## src/rtl/brp_gshare.sv

```systemverilog
// Bimodal/gshare branch predictor: 2-bit counter PHT cleared by a walk FSM after reset,
// registered IF-stage prediction records, EX-stage training and accuracy counters.
module brp_gshare #(
    parameter int PHT_IDX_W = 7,
    parameter int GHR_W     = 7,
    parameter int MODE      = 1,
    parameter int CNT_W     = 32
) (
    input  logic                 clk,
    input  logic                 rst,
    input  logic                 load,
    input  logic [31:0]          pc_if,
    input  logic [6:0]           opcode_if,
    input  logic [31:0]          b_imm,
    input  logic [31:0]          j_imm,
    input  logic                 upd_valid,
    input  logic [PHT_IDX_W-1:0] upd_idx,
    input  logic                 upd_pred,
    input  logic                 upd_taken,
    output logic                 ready,
    output logic                 pred_valid,
    output logic                 pred_taken,
    output logic [31:0]          pred_target,
    output logic [31:0]          pred_alt,
    output logic [PHT_IDX_W-1:0] pred_idx,
    output logic                 mispredict,
    output logic [CNT_W-1:0]     c_total,
    output logic [CNT_W-1:0]     c_correct
);
    localparam int          ENTRIES = 1 << PHT_IDX_W;
    localparam logic [6:0]  OP_BR   = 7'b1100011;
    localparam logic [6:0]  OP_JAL  = 7'b1101111;

    typedef enum logic {S_INIT, S_RUN} state_t;

    state_t                 state_q, state_d;
    logic [PHT_IDX_W-1:0]   w_q, w_d;
    logic [GHR_W-1:0]       ghr_q, ghr_d;
    logic [1:0]             pht_q [ENTRIES];
    logic                   ready_q, ready_d;
    logic                   pv_q, pv_d, pt_q, pt_d, misp_q, misp_d;
    logic [31:0]            tgt_q, tgt_d, alt_q, alt_d;
    logic [PHT_IDX_W-1:0]   pidx_q, pidx_d;
    logic [CNT_W-1:0]       tot_q, tot_d, cor_q, cor_d;

    logic                   pht_we;
    logic [PHT_IDX_W-1:0]   pht_waddr;
    logic [1:0]             pht_wdata, cur_cnt;
    logic [PHT_IDX_W-1:0]   base, idx;
    logic [31:0]            jump_pc, seq_pc;
    logic                   hit, take;

    // Prediction record; reads the PHT and GHR before this cycle's training lands.
    always_comb begin
        base    = pc_if[PHT_IDX_W+1:2];
        idx     = (MODE == 1) ? (base ^ PHT_IDX_W'(ghr_q)) : base;
        seq_pc  = pc_if + 32'd4;
        jump_pc = '0;
        hit     = 1'b0;
        take    = 1'b0;
        pv_d    = 1'b0;
        pidx_d  = '0;
        if (state_q == S_RUN && load) begin
            if (opcode_if == OP_BR) begin
                hit     = 1'b1;
                take    = pht_q[idx][1];
                pv_d    = 1'b1;
                pidx_d  = idx;
                jump_pc = pc_if + b_imm;
            end else if (opcode_if == OP_JAL) begin
                hit     = 1'b1;
                take    = 1'b1;
                jump_pc = pc_if + j_imm;
            end
        end
        pt_d  = hit & take;
        tgt_d = !hit ? 32'd0 : (take ? jump_pc : seq_pc);
        alt_d = !hit ? 32'd0 : (take ? seq_pc : jump_pc);
    end

    // Walk FSM and training.
    always_comb begin
        state_d   = state_q;
        w_d       = w_q;
        ghr_d     = ghr_q;
        misp_d    = 1'b0;
        tot_d     = tot_q;
        cor_d     = cor_q;
        ready_d   = (state_q == S_RUN);
        pht_we    = 1'b0;
        pht_waddr = w_q;
        pht_wdata = 2'b01;
        cur_cnt   = pht_q[upd_idx];
        case (state_q)
            S_INIT: begin
                pht_we = 1'b1;
                w_d    = w_q + 1'b1;
                if (w_q == '1) state_d = S_RUN;
            end
            S_RUN: begin
                if (upd_valid) begin
                    pht_we    = 1'b1;
                    pht_waddr = upd_idx;
                    if (upd_taken) pht_wdata = (cur_cnt == 2'd3) ? 2'd3 : cur_cnt + 2'd1;
                    else           pht_wdata = (cur_cnt == 2'd0) ? 2'd0 : cur_cnt - 2'd1;
                    ghr_d  = GHR_W'({ghr_q, upd_taken});
                    misp_d = (upd_pred != upd_taken);
                    if (tot_q != '1) tot_d = tot_q + 1'b1;
                    if (upd_pred == upd_taken && cor_q != '1) cor_d = cor_q + 1'b1;
                end
            end
            default: state_d = S_INIT;
        endcase
    end

    always_ff @(posedge clk) begin
        if (rst) begin
            state_q <= S_INIT;
            w_q     <= '0;
            ghr_q   <= '0;
            ready_q <= 1'b0;
            pv_q    <= 1'b0;
            pt_q    <= 1'b0;
            tgt_q   <= '0;
            alt_q   <= '0;
            pidx_q  <= '0;
            misp_q  <= 1'b0;
            tot_q   <= '0;
            cor_q   <= '0;
        end else begin
            state_q <= state_d;
            w_q     <= w_d;
            ghr_q   <= ghr_d;
            ready_q <= ready_d;
            pv_q    <= pv_d;
            pt_q    <= pt_d;
            tgt_q   <= tgt_d;
            alt_q   <= alt_d;
            pidx_q  <= pidx_d;
            misp_q  <= misp_d;
            tot_q   <= tot_d;
            cor_q   <= cor_d;
        end
    end

    // No reset on the table itself: the INIT walk clears it.
    always_ff @(posedge clk) begin
        if (pht_we) pht_q[pht_waddr] <= pht_wdata;
    end

    assign ready       = ready_q;
    assign pred_valid  = pv_q;
    assign pred_taken  = pt_q;
    assign pred_target = tgt_q;
    assign pred_alt    = alt_q;
    assign pred_idx    = pidx_q;
    assign mispredict  = misp_q;
    assign c_total     = tot_q;
    assign c_correct   = cor_q;
endmodule

```

## config.mk

```make
export PLATFORM = sky130hd
export DESIGN_NAME = brp_gshare
export DESIGN_NICKNAME = d
export VERILOG_FILES = /design/src/rtl/brp_gshare.sv
export SDC_FILE = /design/constraint.sdc
export NUM_CORES = 1
export LEC_CHECK = 0
export CAP_MARGIN = 40
export CORE_MARGIN = 2
export CORE_UTILIZATION = 50
export DETAILED_ROUTE_END_ITERATION = 8
export MAX_ROUTING_LAYER = met4
export PLACE_DENSITY = 0.84
export SLEW_MARGIN = 40
export SYNTH_ARGS = -nofsm -noshare
export SYNTH_HDL_FRONTEND = slang
export SYNTH_SLANG_ARGS = --single-unit
```

## constraint.sdc

```tcl
create_clock -name clk -period 9 [get_ports clk]
set_clock_uncertainty 0.2 [all_clocks]
set_input_delay 0.9 -clock clk [delete_from_list [all_inputs] [get_ports clk]]
set_output_delay 0.9 -clock clk [all_outputs]
set_load 0.01 [all_outputs]
```

==> metrics list, run 1 <==
* Launching point of the worst reg2reg path: ghr_q[0]
* Worst slew pin tran: 1.01 ns
- The worst setup path is captured at a register.
- Destination of the worst hold path: ghr_q[6]
- Dividing the detail-routed via count by the number of cells gives 6.25.
- Post-route setup TNS: 0 ns
- The floorplan step set the die height to 213 um.
- Number of flops mapped to enable cells by yosys: roughly 260
- The H-tree was split into 2 levels.
- The first global-routing pass estimated 103000 um of wire.
* Detailed Place HPWL: 49900 um
- The worst setup path is of the in -> reg kind.
* Total number of nets in the final design: 2390
- Met3 Track Usage GR: 6.24%
- The number of hold-slack violations in the final timing report came to 0.
* Pwr/cell area: ~160 mW/mm^2
- Relative slew slack: 32.3%
- Achievable frequency: about 0.16 GHz
- RR Endpoint: pred_target[9]
- Most frequent standard cell in the layout excluding fill and tap cells: nor2_1
- Leaving out fill and tap cells, the most frequent cells in the layout are nor2_1 (303), edfxtp_1 (256), clkdlybuf4s50_1 (251).
* Min Clock Period, post-route: approximately 6.1 ns
* Initial antenna violation count: 7
* Global router's overall resource usage: 31.1%
* Gr ovfl total: 0
- The cell area that synthesis handed to floorplanning was 0.0219 mm^2.
- The tree is rooted in a clkbuf_16.
- Setup repair after global routing left no endpoint under its margin.
* Launching instance or port of the critical path: pc_if[2]
- After detailed placement, the design holds a cell count of 2744.
- I/O Pins: about 260
* Finished Core Util: 61.3%
- The worst hold path begins at ghr_q[6].
- The die covers 0.0454 mm^2.
- Worst skew pair latency: 0.60 ns
* Status: complete, no violations
- Post-cts repair resize count: 0
- After technology mapping, the gate count stands at 1983.
* Vias: 17700
- The layer flagged by global routing as most heavily used is met2.
- Critical Path Source Type: primary input
* Die Wd: ~210 um
- The count of nets left with antenna violations once routing finished came out at 0.
* Clock buffers created by TritonCTS: 44
* Quantity of I/O buffers inserted on ports: 254
- In the final routed layout, each cell accounts on average for about 24 um.
- The worst hold path belongs to the class reg -> reg.
* Synth-to-layout area growth: 20.8%
- Clock Path Buffers: 3
* Met1 demand-to-capacity share in global routing: 37.5%
- Counting instances, the worst hold path has a depth of 2.
- Total number of clock tree sinks: ~400
* Max Transition Viols Final: 0
- Final Routed Wirelength: 69000 um
- A synthesized cell averages 11.0 um^2.
- The most used flip-flop cell after synthesis is edfxtp_1.
* First drt pass iteration count: 6
- Synthesis inferred 410 register bits.
- Synthesis Warnings: 0
- Row Count: 76
- Iter 0 DRT Violations: around 2300
- Starting utilization of the core area: 50.8%
- Internal reg-to-reg setup slack: ~3.5 ns
- Non-filler cells, final: 2833
- In this run the static leakage power is 9.49 nW.
- Post-CTS setup-driven buffer insertion count: 0
- Entering global routing, the biggest net connects 129 pins.
- In the global route stage, met2 resource usage came out at around 50%.
- Number of cells on the worst reg-to-reg path: 12
- Clock edge transition at the registers on the reported setup and hold paths: approximately 0.060 ns
- TritonCTS clock tree: built
- Number of global-route vias before repair: 17200
* Final setup fails: 0
- Share of the clock period used by the worst path: 67.5%
* Number of max-cap violations: 0
- Hold repair after CTS inserted 0 buffers.
* Core area: 0.0431 mm^2
- Maximum fanout count along the critical path: 43
- IR analysis of the VDD net gives a maximum drop of 159 uV.
- Routability-driven placement finished with a final weighted congestion of 0.978.
- Residual DRC: 0
- At the worst endpoint, the required time is 9.29 ns.
- Sequential elements use around half of the synthesized area.
* Fraction of layout instances using a drive strength above 1: 10.2%
- Of all flip-flops after synthesis, the portion carrying an async set or reset was 0%.
- The number of different library cells used by synthesis comes to 75.
- At the worst endpoint, the arrival time is around 6.4 ns.
- The number of nets in the synthesized netlist is 2167.
-- critical path, cell delays in order --
cell and delay, ns:
clkdlybuf4s50_1 0.76, xor2_4 0.56, buf_4 0.72, mux4_2 0.36
nand2_1 0.06, o21ai_0 0.12, a2111oi_0 0.16, or4_4 0.56
o211ai_4 0.62, buf_4 0.41, and2b_2 0.69, nor2_1 0.15
a211oi_2 0.26
-- synth_stat cells, types with 9 or more instances --
cell type / count / area share [%]
inv_1: 24 / 0.41
a22oi_1: 16 / 0.55
or3_1: 21 / 0.60
and4_1: 9 / 0.36
nor2b_1: 12 / 0.34
edfxtp_1: 256 / 35
nor2_1: 303 / 5.2
buf_2: 13 / 0.30
o22ai_1: 20 / 0.57
dfxtp_1: 154 / 14
o21a_1: 9 / 0.31
nor4_1: 9 / 0.26
a21oi_1: 89 / 2.0
a211oi_1: 16 / 0.55
and2_1: 11 / 0.31
mux4_2: 93 / 9.6
a31oi_1: 11 / 0.31
ha_1: 66 / 3.8
o31ai_1: 11 / 0.38
nand3_1: 81 / 1.9
nand3b_1: 11 / 0.38
nand2b_1: 13 / 0.37
and3_1: 26 / 0.74
nand2_1: 163 / 2.8
a21o_1: 31 / 1.1
nand4_1: 21 / 0.60
mux2i_1: 63 / 2.9
xnor2_1: 86 / 3.4
xor2_1: 58 / 2.3
clkbuf_1: 69 / 1.2
o21ai_0: 62 / 1.4
nor3_1: 30 / 0.69
-- cells by family after synthesis --
| group | synth area share, % |
|---|---|
| xor gates and xnor gates | 5.92 |
| buffers and inverters | 2.48 |
| AOI/OAI and AO/OA | 10.5 |
| and+or+nand+nor | 15.1 |
| DFF | 49.3 |
| adders and majority gates | 4.01 |
| muxes | 12.7 |
-- per-stage QoR --
stage	total power [mW]	hold WS (ns)	cell area (um^2)	setup slack [ns]
2_1_floorplan	2.34	0.248	21900	1.79
3_3_place_gp	2.51	0.257	24900	2.62
3_5_place_dp	2.52	0.267	24900	2.44
4_1_cts	4.31	0.276	26300	3.01
5_1_grt	4.42	0.300	26400	2.67
6_report	4.30	0.269	26400	2.93
-- flip-flops by register name, summed over array words and instances (netlist names), 7 cells and up --
name / count
c_correct: 32
pred_alt: 32
pht_q: 256
ghr_q: 7
w_q: 7
pred_idx: 7
c_total: 32
pred_target: 32
-- worst max path at each step --
stage	endpoint	slack (ns)	depth (start not counted)
2_1_floorplan	pht_q[0][1]	1.79	9
3_3_place_gp	pred_target[1]	2.62	13
3_5_place_dp	pred_target[9]	2.44	13
4_1_cts	pred_target[9]	3.01	13
5_1_grt	pred_target[9]	2.67	13
6_report	pred_target[9]	2.93	13
-- cell type report --
| cell class | instances | area, um^2 |
|---|---|---|
| flip-flops and latches | 410 | 10800 |
| multi-input cells | 1449 | 10700 |
| well taps | 585 | 732 |
| clock inverters | 21 | 239 |
| inverters | 26 | 97.6 |
| clock buffers | 59 | 1180 |
| diodes | 8 | 20.0 |
| fillers | 3372 | 16700 |
| repair buffers | 275 | 2700 |
-- power by group --
part           internal, mW  switching (mW)
logic                 0.215           0.298
registers              1.98         0.00325
clock network          1.04           0.768
-- per-layer routing --
metal  vias up  share of wire, %  wire length, um
met3       196                10             6880
met4         0               4.6             3200
met1      8598                37            25800
li1       7842                 -                -
met5         -                 0                0
met2      1075                48            33100
Note: power is estimated with default switching activity, not from simulation.
==> inputs of run 2 (changes only) <==
Settings changed: PLACE_DENSITY 0.84 to 0.87.
Clock period 9 ns to 4.9 ns, I/O delays scaled along.
==> run 2 against run 1 <==
Sequential cell count did not move. Sequential share of layout area shrank 0.38 points. Total power up 84%. Setup slack worse by 2.2 ns. Final area grew 0.94%. Wire length up 3.0%. First-iteration DRC count fell by 6.1%. Sequential power up 84%. Global-route usage increased by 1.2 points. Register-to-register slack lost 2.8 ns. Worst hold slack better by 0.0019 ns. Clock-buffer cell count fell by 1. Largest cell class unchanged.
==> metrics list, run 2 (synthesis gave the netlist of run 1 again) <==
- Worst slew pin tran: 0.881 ns (-0.125 ns)
- Critical path, cell by cell: clkdlybuf4s50_1, buf_4, xnor2_1, nand3_1, o211ai_1, a2111oi_0, or4_4, o211ai_4, and2b_2, mux2i_1, nor2_1
- The flip-flop count of the largest register, all copies and words added is 256 (unchanged).
- The net switching power of the design came to 1.98 mW (+85%).
- The total negative slack for setup checks came to 0 ns (unchanged).
* Worst min path class: reg -> reg
- Gr ovfl total: 0 (unchanged)
- Unrepaired setup endpoints after global routing: false
- Floorplan die area: 0.0454 mm^2 (unchanged)
- Multi-input gate area: 0.0106 mm^2 (-0.60%)
* Internal reg-to-reg setup slack: 0.70 ns (-2.78 ns)
- The library cell used most frequently in the layout, excluding fill and tap cells, is nor2_1.
- Core area: 0.0431 mm^2 (unchanged)
* Area of all sequential standard cells: 0.0108 mm^2 (unchanged)
- Number of cells on the worst reg-to-reg path: 12 (unchanged)
- The root buffer cell chosen for the clock tree is clkbuf_16.
- The startpoint identified for the worst hold timing path is ghr_q[6].
- Residual DRC: 0 (unchanged)
- The residual antenna-violating net count after detailed routing was 0 (unchanged).
- The internal cell power is 5.96 mW (+84%).
- Clock Path Buffers: 3 (unchanged)
- The initial antenna violation count came to 6 (-1).
- The switching power share of the total came to 24.9% (+0.034 points).
- The largest individual stage delay along the critical path comes from the cell and2b_2.
- Number of H-tree levels: 2 (unchanged)
- The sum of routed wire length over all layers was 71000 um (+3.0%).
- The number of global-route vias before repair is 18000 (+4.8%).
- Maximum fanout count along the critical path: 31 (-28%)
* RR Endpoint: pred_alt[18]
- The worst relative slew slack is 40.7% (+8.4 points).
- More flip-flops sit in one register than any other, and that register is pht_q.
* Max Transition Viols Final: 0 (unchanged)
- Part of the power in registers: 45.8% (-0.2 points)
- The setup violation total in the final timing report was 0 (unchanged).
- Clock edge transition at the registers on the reported setup and hold paths: 0.06 ns (about the same)
- Status: complete, no violations
* Achievable frequency: 0.237 GHz
* Destination of the worst hold path: ghr_q[6]
* Launching point of the worst reg2reg path: ghr_q[0]
- Synth-to-layout area growth: 21.9%
- The maximum number of pins on one net before global-route repair is 83 (-36%).
- The total buffers and inverters traversed by the critical path was 2 (-1).
- The number of detailed-route iterations in the first pass came to 6 (unchanged).
- I/O Pins: 255 (unchanged)
- Global-route wire length before repair: 107000 um (+3.6%)
* Clock buffers created by TritonCTS: 44 (unchanged)
- The number of post-CTS setup repair buffers is 0 (unchanged).
- On the critical path the largest part of the delay comes from simple AND/OR/NAND/NOR gates.
- Worst Path Class, Setup: in -> reg
- Share of the clock period used by the worst path: 86.0%
* Detailed Place HPWL: 51400 um (+3.0%)
- Number of max-cap violations: 0 (unchanged)
* Leading cell types in the layout, fill and taps excluded: nor2_1 (303), edfxtp_1 (256), clkdlybuf4s50_1 (251)
- The final-stage net count was 2424 (+1.4%).
* Worst EP arrival: 4.47 ns (-1.89 ns)
- The number of placement rows was 76 (unchanged).
* Min Clock Period, post-route: 4.21 ns
- Iter 0 DRT Violations: 2180 (-6.1%)
- Layout fillers: 3303 (-2.0%)
- STA classifies the critical path startpoint as a primary input.
- Worst hold slack: 0.271 ns (+0.00187 ns)
- Post-cts repair resize count: 0 (unchanged)
* Reported leakage power: 9.68 nW (+2.0%)
- Quantity of I/O buffers inserted on ports: 254 (unchanged)
* Total number of clock tree sinks: 410 (unchanged)
* Endpoint class of the critical path: register
- Clock network fraction of design power: 42.0% (about the same)
- Worst EP required: 5.16 ns (-4.13 ns)
- Die Wd: 213 um (unchanged)
- Die boundary height: 213 um (unchanged)
- Max stage delay on crit path: 0.68 ns (-0.08 ns)
- Number of hold violations in the final report: 0 (unchanged)
- Fraction of layout instances using a drive strength above 1: 11.2% (+1.0 points)
- Combinational power share: 12.2% (+0.3 points)
* Worst IR drop on VDD: 284 uV (+79%)
- The overall via count from detail_route is 18200 (+2.6%).
* RD Place Congestion: 0.962 (-1.6%)
- Worst skew pair latency: 0.59 ns (about the same)
- The power density over the cells was 298 mW/mm^2 (+83%).
* TritonCTS clock tree: built
- Global router's overall resource usage: 32.3% (+1.2 points)
- Starting utilization of the core area: 50.8% (unchanged)
- Wire length per cell after detailed routing: 24.8 um (+1.8%)
* Via density: 6.34 (+1.4%)
* Number of stages on the worst hold path: 2 (unchanged)
* Number of buffers inserted for hold repair after clock tree synthesis: 0 (unchanged)
[run 2: changes by cell type in the layout (fill, tap and decap cells not counted), sizes merged]
cell,delta
clkinv,+4
clkinvlp,-1
bufinv,-1
clkbuf,-2
buf,+35
diode,-2
[run 2: worst max path at each step]
stage	start	end	slack (ns)	depth (start not counted)
floorplan	upd_idx[1]	pht_q[0][0]	0.22	9
global placement	pc_if[2]	pred_alt[18]	0.35	13
detailed placement	pc_if[3]	pred_target[1]	0.19	11
CTS	pc_if[3]	pred_target[1]	0.79	11
global route	pc_if[3]	pred_target[1]	0.51	11
finish	pc_if[3]	pred_target[1]	0.69	11
[run 2: worst reg2reg max path, cell delays in order (launching register included)]
cell,delay [ns]
dfxtp_1,0.51
xor2_4,0.20
buf_12,0.26
buf_4,0.34
mux2i_1,0.50
o22ai_1,0.15
a2111oi_0,0.52
nor4_1,0.13
nand2_1,0.14
o211ai_4,0.13
inv_2,0.44
nor2_1,0.11
a211oi_1,0.41
[run 2: metrics by stage]
step	total power [mW]	area (um^2)	std cells	utilization (%)	worst slack (ns)
6_report	7.94	26700	2866	61.9	0.688
3_5_place_dp	4.65	25200	2777	58.5	0.189
4_1_cts	7.94	26600	2858	61.8	0.792
2_1_floorplan	4.30	21900	1983	-	0.217
5_1_grt	8.15	26700	2866	61.9	0.507
3_3_place_gp	4.64	25200	2777	58.4	0.348
[run 2: cell type report]
class / instances / share of cell area [%]
repair buffers: 309 / 11.2
diodes: 6 / 0.0563
flip-flops and latches: 410 / 40.4
clock buffers: 58 / 4.56
clock inverters: 23 / 0.817
well taps: 585 / 2.75
inverters: 26 / 0.366
multi-input cells: 1449 / 39.8
[run 2: routing by layer]
| metal | vias to the layer above | routed length, um | global-route usage [%] |
|---|---|---|---|
| met1 | 8712 | 25500 | 37.4 |
| met3 | 322 | 7270 | 7.34 |
| li1 | 7907 | - | - |
| met2 | 1229 | 33500 | 51.8 |
| met5 | - | 0 | - |
| met4 | 0 | 4740 | 18.5 |
[run 2: power groups by stage]
stage | combinational [mW] | clock (mW) | sequential (mW)
floorplan | 0.595 | 0 | 3.71
global placement | 0.928 | 0 | 3.71
detailed placement | 0.941 | 0 | 3.71
CTS | 0.951 | 3.35 | 3.64
global route | 1.04 | 3.48 | 3.63
finish | 0.970 | 3.33 | 3.64
